## src/rtl/mo_line_sequencer.sv

```systemverilog
// Ping-pong line-buffer address sequencer: swaps buffers per line, loads object X, streams OBJ_WIDTH pixel slots.
// Registered outputs, 1 ce5 cycle latency; requester waits on obj_ready. Optional sticky overflow flag: MO_OVERFLOW_FLAG_EN.
module mo_line_sequencer #(
  parameter int MAX_OBJS  = 8,
  parameter int OBJ_WIDTH = 16,
  localparam int IW = $clog2(OBJ_WIDTH)
) (
  input  logic          clk,
  input  logic          reset_n,
  input  logic          ce5,
  input  logic          line_start,
  input  logic          obj_valid,
  input  logic [7:0]    obj_x,
  output logic          obj_ready,
  output logic [7:0]    x_load,
  output logic          ld1_n,
  output logic          ld2_n,
  output logic          cl1_n,
  output logic          cl2_n,
  output logic          wr_sel,
  output logic          pix_we,
  output logic [IW-1:0] pix_idx,
  output logic          busy,
  output logic          overflow
);

  typedef enum logic [2:0] {S_IDLE, S_FETCH, S_LOAD, S_DRAW, S_DONE} state_t;

  localparam logic [IW-1:0] LAST_IDX = IW'(OBJ_WIDTH - 1);
  localparam logic [3:0]    MAX_CNT  = 4'(MAX_OBJS);

  state_t          state_q, state_d;
  logic [3:0]      obj_cnt_q, obj_cnt_d, obj_cnt_inc;
  logic            rdy_d, ld1_d, ld2_d, cl1_d, cl2_d, ws_d, we_d, busy_d;
  logic [7:0]      x_d;
  logic [IW-1:0]   idx_d;

  assign obj_cnt_inc = (obj_cnt_q == MAX_CNT) ? obj_cnt_q : obj_cnt_q + 4'd1;

  always_comb begin
    state_d   = state_q;
    obj_cnt_d = obj_cnt_q;
    rdy_d     = obj_ready;
    x_d       = x_load;
    ld1_d     = 1'b1;
    ld2_d     = 1'b1;
    cl1_d     = 1'b1;
    cl2_d     = 1'b1;
    ws_d      = wr_sel;
    we_d      = pix_we;
    idx_d     = pix_idx;
    if (line_start) begin
      // clear strobe goes to the buffer that becomes the display side
      ws_d      = ~wr_sel;
      cl1_d     = wr_sel;
      cl2_d     = ~wr_sel;
      obj_cnt_d = 4'd0;
      we_d      = 1'b0;
      rdy_d     = 1'b0;
      state_d   = S_FETCH;
    end else begin
      case (state_q)
        S_IDLE: rdy_d = 1'b0;
        S_FETCH: begin
          rdy_d = 1'b1;
          if (obj_valid && obj_ready) begin
            x_d     = obj_x;
            rdy_d   = 1'b0;
            state_d = S_LOAD;
          end
        end
        S_LOAD: begin
          ld1_d   = wr_sel;
          ld2_d   = ~wr_sel;
          idx_d   = '0;
          state_d = S_DRAW;
        end
        S_DRAW: begin
          // first DRAW cycle waits for the counter load to land
          if (!pix_we) begin
            we_d = 1'b1;
          end else if (pix_idx == LAST_IDX) begin
            we_d      = 1'b0;
            obj_cnt_d = obj_cnt_inc;
            if (obj_cnt_inc == MAX_CNT) begin
              state_d = S_DONE;
              rdy_d   = 1'b0;
            end else begin
              state_d = S_FETCH;
              rdy_d   = 1'b1;
            end
          end else begin
            idx_d = pix_idx + 1'b1;
          end
        end
        S_DONE: rdy_d = 1'b0;
        default: begin
          state_d = S_IDLE;
          rdy_d   = 1'b0;
        end
      endcase
    end
    busy_d = (state_d == S_FETCH) || (state_d == S_LOAD) || (state_d == S_DRAW);
  end

  always_ff @(posedge clk or negedge reset_n) begin
    if (!reset_n) begin
      state_q   <= S_IDLE;
      obj_cnt_q <= 4'd0;
      obj_ready <= 1'b0;
      x_load    <= 8'd0;
      ld1_n     <= 1'b1;
      ld2_n     <= 1'b1;
      cl1_n     <= 1'b1;
      cl2_n     <= 1'b1;
      wr_sel    <= 1'b0;
      pix_we    <= 1'b0;
      pix_idx   <= '0;
      busy      <= 1'b0;
    end else if (ce5) begin
      state_q   <= state_d;
      obj_cnt_q <= obj_cnt_d;
      obj_ready <= rdy_d;
      x_load    <= x_d;
      ld1_n     <= ld1_d;
      ld2_n     <= ld2_d;
      cl1_n     <= cl1_d;
      cl2_n     <= cl2_d;
      wr_sel    <= ws_d;
      pix_we    <= we_d;
      pix_idx   <= idx_d;
      busy      <= busy_d;
    end
  end

`ifdef MO_OVERFLOW_FLAG_EN
  always_ff @(posedge clk or negedge reset_n) begin
    if (!reset_n) begin
      overflow <= 1'b0;
    end else if (ce5) begin
      if (line_start)
        overflow <= 1'b0;
      else if (state_q == S_DONE && obj_valid)
        overflow <= 1'b1;
    end
  end
`else
  assign overflow = 1'b0;
`endif

endmodule

```

## config.mk

```make
export PLATFORM = sky130hd
export DESIGN_NAME = mo_line_sequencer
export DESIGN_NICKNAME = d
export VERILOG_FILES = /design/src/rtl/mo_line_sequencer.sv
export SDC_FILE = /design/constraint.sdc
export NUM_CORES = 1
export LEC_CHECK = 0
export CAP_MARGIN = 40
export CORE_UTILIZATION = 28
export DETAILED_ROUTE_END_ITERATION = 8
export HOLD_SLACK_MARGIN = 0.15
export SYNTH_ARGS = -nofsm -noshare
export SYNTH_HDL_FRONTEND = slang
export SYNTH_SLANG_ARGS = --single-unit
export TNS_END_PERCENT = 20
```

## constraint.sdc

```tcl
create_clock -name clk -period 2.6 [get_ports clk]
set_input_delay 0.65 -clock clk [delete_from_list [all_inputs] [get_ports clk]]
set_output_delay 0.65 -clock clk [all_outputs]
set_load 0.03 [all_outputs]
```

-- After elaboration in Yosys (flattened, before gate mapping)
Index checks and enable logic that the tools add are counted.
- register bits after elaboration: 27
- bits of input ports: 13
- output and inout port bits: 21
- logic and storage cells: 76
- add/subtract/negate cells: 2
- eq/ne operators: 15
- multiplexer cells: 30
- bitwise logic cells: 2
- reduce and logical (&&, ||, !) cells: 15
- operators with widths (cell ; number):
    $mux W4 ; 7
    $mux W1 ; 15
    $mux W3 ; 5
    $eq A3 B2 Y1 const B ; 4
    $eq A4 B4 Y1 const B ; 3
    $pmux W3 S4 ; 1
    $reduce_and A4 Y1 ; 3
    $add A4 B1 Y4 const B ; 2
    $pmux W4 S2 ; 1
    $reduce_bool A2 Y1 ; 4
    $eq A3 B1 Y1 const B ; 2
    $ne A2 B2 Y1 const B ; 3
    $ne A3 B3 Y1 const B ; 2
    $reduce_and A5 Y1 ; 1
    $reduce_and A2 Y1 ; 2
    $eq A3 B3 Y1 const B ; 1
    $logic_not A3 Y1 ; 1
    $pmux W1 S3 ; 1
    $logic_or A1 B1 Y1 ; 2
    $not A1 Y1 ; 2
    $reduce_or A2 Y1 ; 1
    $logic_and A1 B1 Y1 ; 1

-- Depth between registers and ports, before layout
- word-level depth: 11
- gate-level depth with buffers: 7
- gate-level depth less buffers: 7

-- Worst setup path before layout
No wires, ideal clock.
- kind: register to register
- start: reg pix_idx[0]
- end: reg pix_idx[0]
- library setup time: 0.125 ns
- arrival: 1.685 ns
- data required time: 2.475 ns
- slack: 0.791 ns
- stages on the path, launching flop included: 6
- buffers on the path: 0
- path through: dfrtp_1 -> ha_1 -> nand3_1 -> nand2_1 -> a211oi_1 -> mux2_2
- cells in the longest elaborated chain, start to end: 4
- elaborated cells between the ends (all ways): 7
- classes of those cells: add/sub (1); eq/ne (2); mux (3); reduce/logical (1)
- ends and longest elaborated chain (what ; line ; text):
    start: declaration ; 22 ; output logic [IW-1:0] pix_idx,
    start signal: assignment ; 131 ; pix_idx <= idx_d;
    $add A4 B1 Y4 ; 93 ; idx_d = pix_idx + 1'b1;
    $mux W4 ; 82 ; end else if (pix_idx == LAST_IDX) begin
    $mux W4 ; 80 ; if (!pix_we) begin
    $pmux W4 S2 ; 62 ; case (state_q)
Several ways; a longest one is shown, not always the timed one. The select of a mux whose other input is x is not followed.
A chain may end at the register's enable or synchronous reset.

-- Final worst setup path
- start: reg ld2_n
- end: out ld2_n
- RTL lines (what ; line ; text):
    start: declaration ; 17 ; output logic ld2_n,
    start signal: assignment ; 126 ; ld2_n <= ld2_d;
No word-level cell between the ends.

==> impl_metrics.tcl <==
set metrics [dict create \
    run_status "completed" \
    maxSlewViolCount 0 \
    place_hpwl_um 2260 \
    intPower_uw 925 \
    synth_fp_nets 145 \
    cp-end-kind "output pin" \
    p_per_area_nw_per_um2 791 \
    postCtsSetupBuffers 0 \
    synthDistinctLibCells 40 \
    routedWlPerCell_um 13.3 \
    crit_path_start_kind "flop" \
    area_growth_pct 31.4 \
    yosys_register_bits 27 \
    worst-setup-path-type "reg -> out" \
    arrival_ps 1470 \
    vdd_drop_max_mv 0.310 \
    crit_family "buffers and inverters" \
    via_per_inst 4.90 \
    root_buffer "clkbuf_8" \
    cp_max_fo 2 \
    die_w_um 72.7 \
    die_h_um 72.7 \
    ant_nets 0 \
    hold_buffers 0 \
    worst-path-stages 1 \
    grt.overflow.total 0 \
    synth_area_leaders "dfrtp_1, mux2_4, dfstp_2, o21ai_0, ha_1" \
    die-area_sq_um 5280 \
    dpl_cell_area_sq_um 1790 \
    gp_congestion 0.821 \
    setup_tns_ps 0 \
    crit_start "ld2_n$_DFFE_PN1P_" \
    drc 0 \
    r2r_cells 7 \
    finalSetupViolCount 0 \
    cp.required_ps 1950 \
    via_count 1132 \
    swShare_pct 36.4 \
    diodes 0 \
    clock_power_share_pct 16.3 \
    r2r-end "busy$_DFFE_PN0P_" \
    yosys.area.top_type "dfrtp_1" \
    p_leak_nw 0.759 \
    holdWs_ps 503 \
    yosysWarnings 0 \
    synthMostInstantiatedCell "dfrtp_1" \
    drtIter0Drc 49 \
    relSlewSlack_pct 64.5 \
    path_buf_inv 1 \
    cts_tree "yes" \
    r2r_start "obj_cnt_q[0]$_DFFE_PN0P_" \
    synthCells 129 \
    grt_pass1_vias 1126 \
    grt_pass1_wl_um 5240 \
    finalHoldViolations 0 \
    synth_edf_count 0 \
    worst_pin_slew_ps 532 \
    clk_latency_ps 270 \
    antenna_found_initial 0 \
    cts_sinks 27 \
    slowest_stage "clkdlybuf4s50_1" \
    fmax_ghz 0.472 \
    clock_skew_ps 8.69 \
    num_rows 25 \
    min_path_type "reg -> reg" \
    max_stage_delay_ps 660 \
    fillerInstances 492 \
    crit_chain "clkdlybuf4s50_1" \
    gr-usage-all-layers_pct 12.7 \
    syn_area_per_cell_sq_um 10.8 \
    yosys-top-cells-count "dfrtp_1, nor2_1, o21ai_0" \
    p_seq_share_pct 41.7 \
    routed_wl_um 3060 \
    drv_cap 0 \
    syn-cell-area_sq_um 1400 \
    switchingPower_uw 529 \
    grt_max_degree 28 \
    ys_dominant_reg_cell "dfrtp_1" \
    power_frac_comb_pct 42.0 \
    cts_buffers 3 \
    final_layout_size_suffix_gt1_share_pct 17.7 \
    synthArstFlopShare_pct 100 \
    layout.nets 181 \
    crit_end "ld2_n" \
    core_area_sq_um 4750 \
    rsz0062_at_grt "false" \
    clkTransAtPathRegs_ps 90 \
    fin_crit_sh_pct 81.4 \
    portBuffers 32 \
    post_cts_resize_count 0 \
    initial_core_util_pct 29.4 \
    htreeDepth 1 \
    ioPinCount 34 \
    final_area_sq_um 1840 \
    dr.pass1.iters 4 \
    clk_path_buf_depth 2 \
    period_minus_slack_ps 2120 \
    synth_top_area_share_pct 41.2 \
    regToRegSetupSlack_ps 720 \
    ys_seq_area_share_pct 48.7 \
]
[power groups by stage]
stage	clock, mW	combinational, mW	sequential, mW
finish	0.237	0.611	0.606
global route	0.261	0.649	0.620
CTS	0.245	0.616	0.607
detailed placement	0	0.612	0.615
global placement	0	0.603	0.610
floorplan	0	0.185	0.788
[worst reg2reg max path: stages (launching register included)]
cell,delay [ps]
dfrtp_1,450
inv_1,90
ha_1,220
nor4b_1,310
a31o_1,140
a21oi_1,90
o311ai_2,330
a21oi_1,120
[metrics by stage]
step                util (%)  total power, mW  std cells  setup WS (ps)
finish                  38.6             1.45        231            483
global route            38.6             1.53        231            438
CTS                     38.6             1.47        231            468
detailed placement      37.7             1.23        227            183
global placement        37.7             1.21        227            251
floorplan                  -            0.973        129            791
[metal layers]
metal	global-route usage [%]	part of all wire (%)
met5	0	0
met1	16.1	48
met2	21.2	45
met3	3.31	5.7
met4	3.92	1.5
[cell usage in the layout, fill, tap and decap left out, types with 2 or more instances in the layout]
| master | n |
|---|---|
| a32o_1 | 2 |
| xnor2_1 | 3 |
| nand2_1 | 7 |
| nand4_1 | 4 |
| o31ai_1 | 2 |
| dfrtp_1 | 23 |
| o22a_1 | 2 |
| inv_1 | 7 |
| o21a_1 | 2 |
| inv_2 | 2 |
| nand3_1 | 4 |
| a2111oi_2 | 2 |
| clkdlybuf4s50_1 | 32 |
| nor2_1 | 10 |
| a21oi_1 | 7 |
| o21ai_1 | 2 |
| a211oi_1 | 2 |
| clkbuf_8 | 3 |
| nor3_1 | 3 |
| mux2_4 | 8 |
| o21ai_0 | 9 |
| buf_4 | 4 |
| ha_1 | 3 |
| dfstp_2 | 4 |
[logic make-up after synthesis]
kind of cell / Yosys count / share of synthesized area [%]
simple gates: 37 / 13.6
mux: 9 / 9.40
buf+inv: 14 / 5.37
compound gates: 34 / 17.5
flops: 27 / 48.7
xor+xnor: 4 / 2.51
fa+ha+maj: 3 / 2.69
other cells: 1 / 0.268
[state kept, by name, indices dropped and copies added (netlist names), 3 cells and up]
name       cells
obj_cnt_q      4
pix_idx        4
state_q        3
x_load         8
[cell type report]
class	count	area [sq um]	share of cell area, %
repair buffers	36	350	19.1
clock buffers	3	41.3	2.25
flip-flops and latches	27	681	37.1
multi-input cells	88	642	34.9
well taps	67	83.8	4.56
inverters	9	33.8	1.84
clock inverters	1	5.00	0.272
[how the worst min path moves through the flow]
stage                                      from                    end  slack, ps  cells past startpoint
after global placement        ld2_n$_DFFE_PN1P_      ld2_n$_DFFE_PN1P_        480                      2
after detailed placement      ld2_n$_DFFE_PN1P_      ld2_n$_DFFE_PN1P_        490                      2
after floorplan                         reset_n       busy$_DFFE_PN0P_        350                      0
final                         ld2_n$_DFFE_PN1P_      ld2_n$_DFFE_PN1P_        500                      2
after CTS                     ld2_n$_DFFE_PN1P_      ld2_n$_DFFE_PN1P_        500                      2
after global routing      x_load[4]$_DFFE_PN0P_  x_load[4]$_DFFE_PN0P_        540                      1
Power figures use the tool's default switching activity.
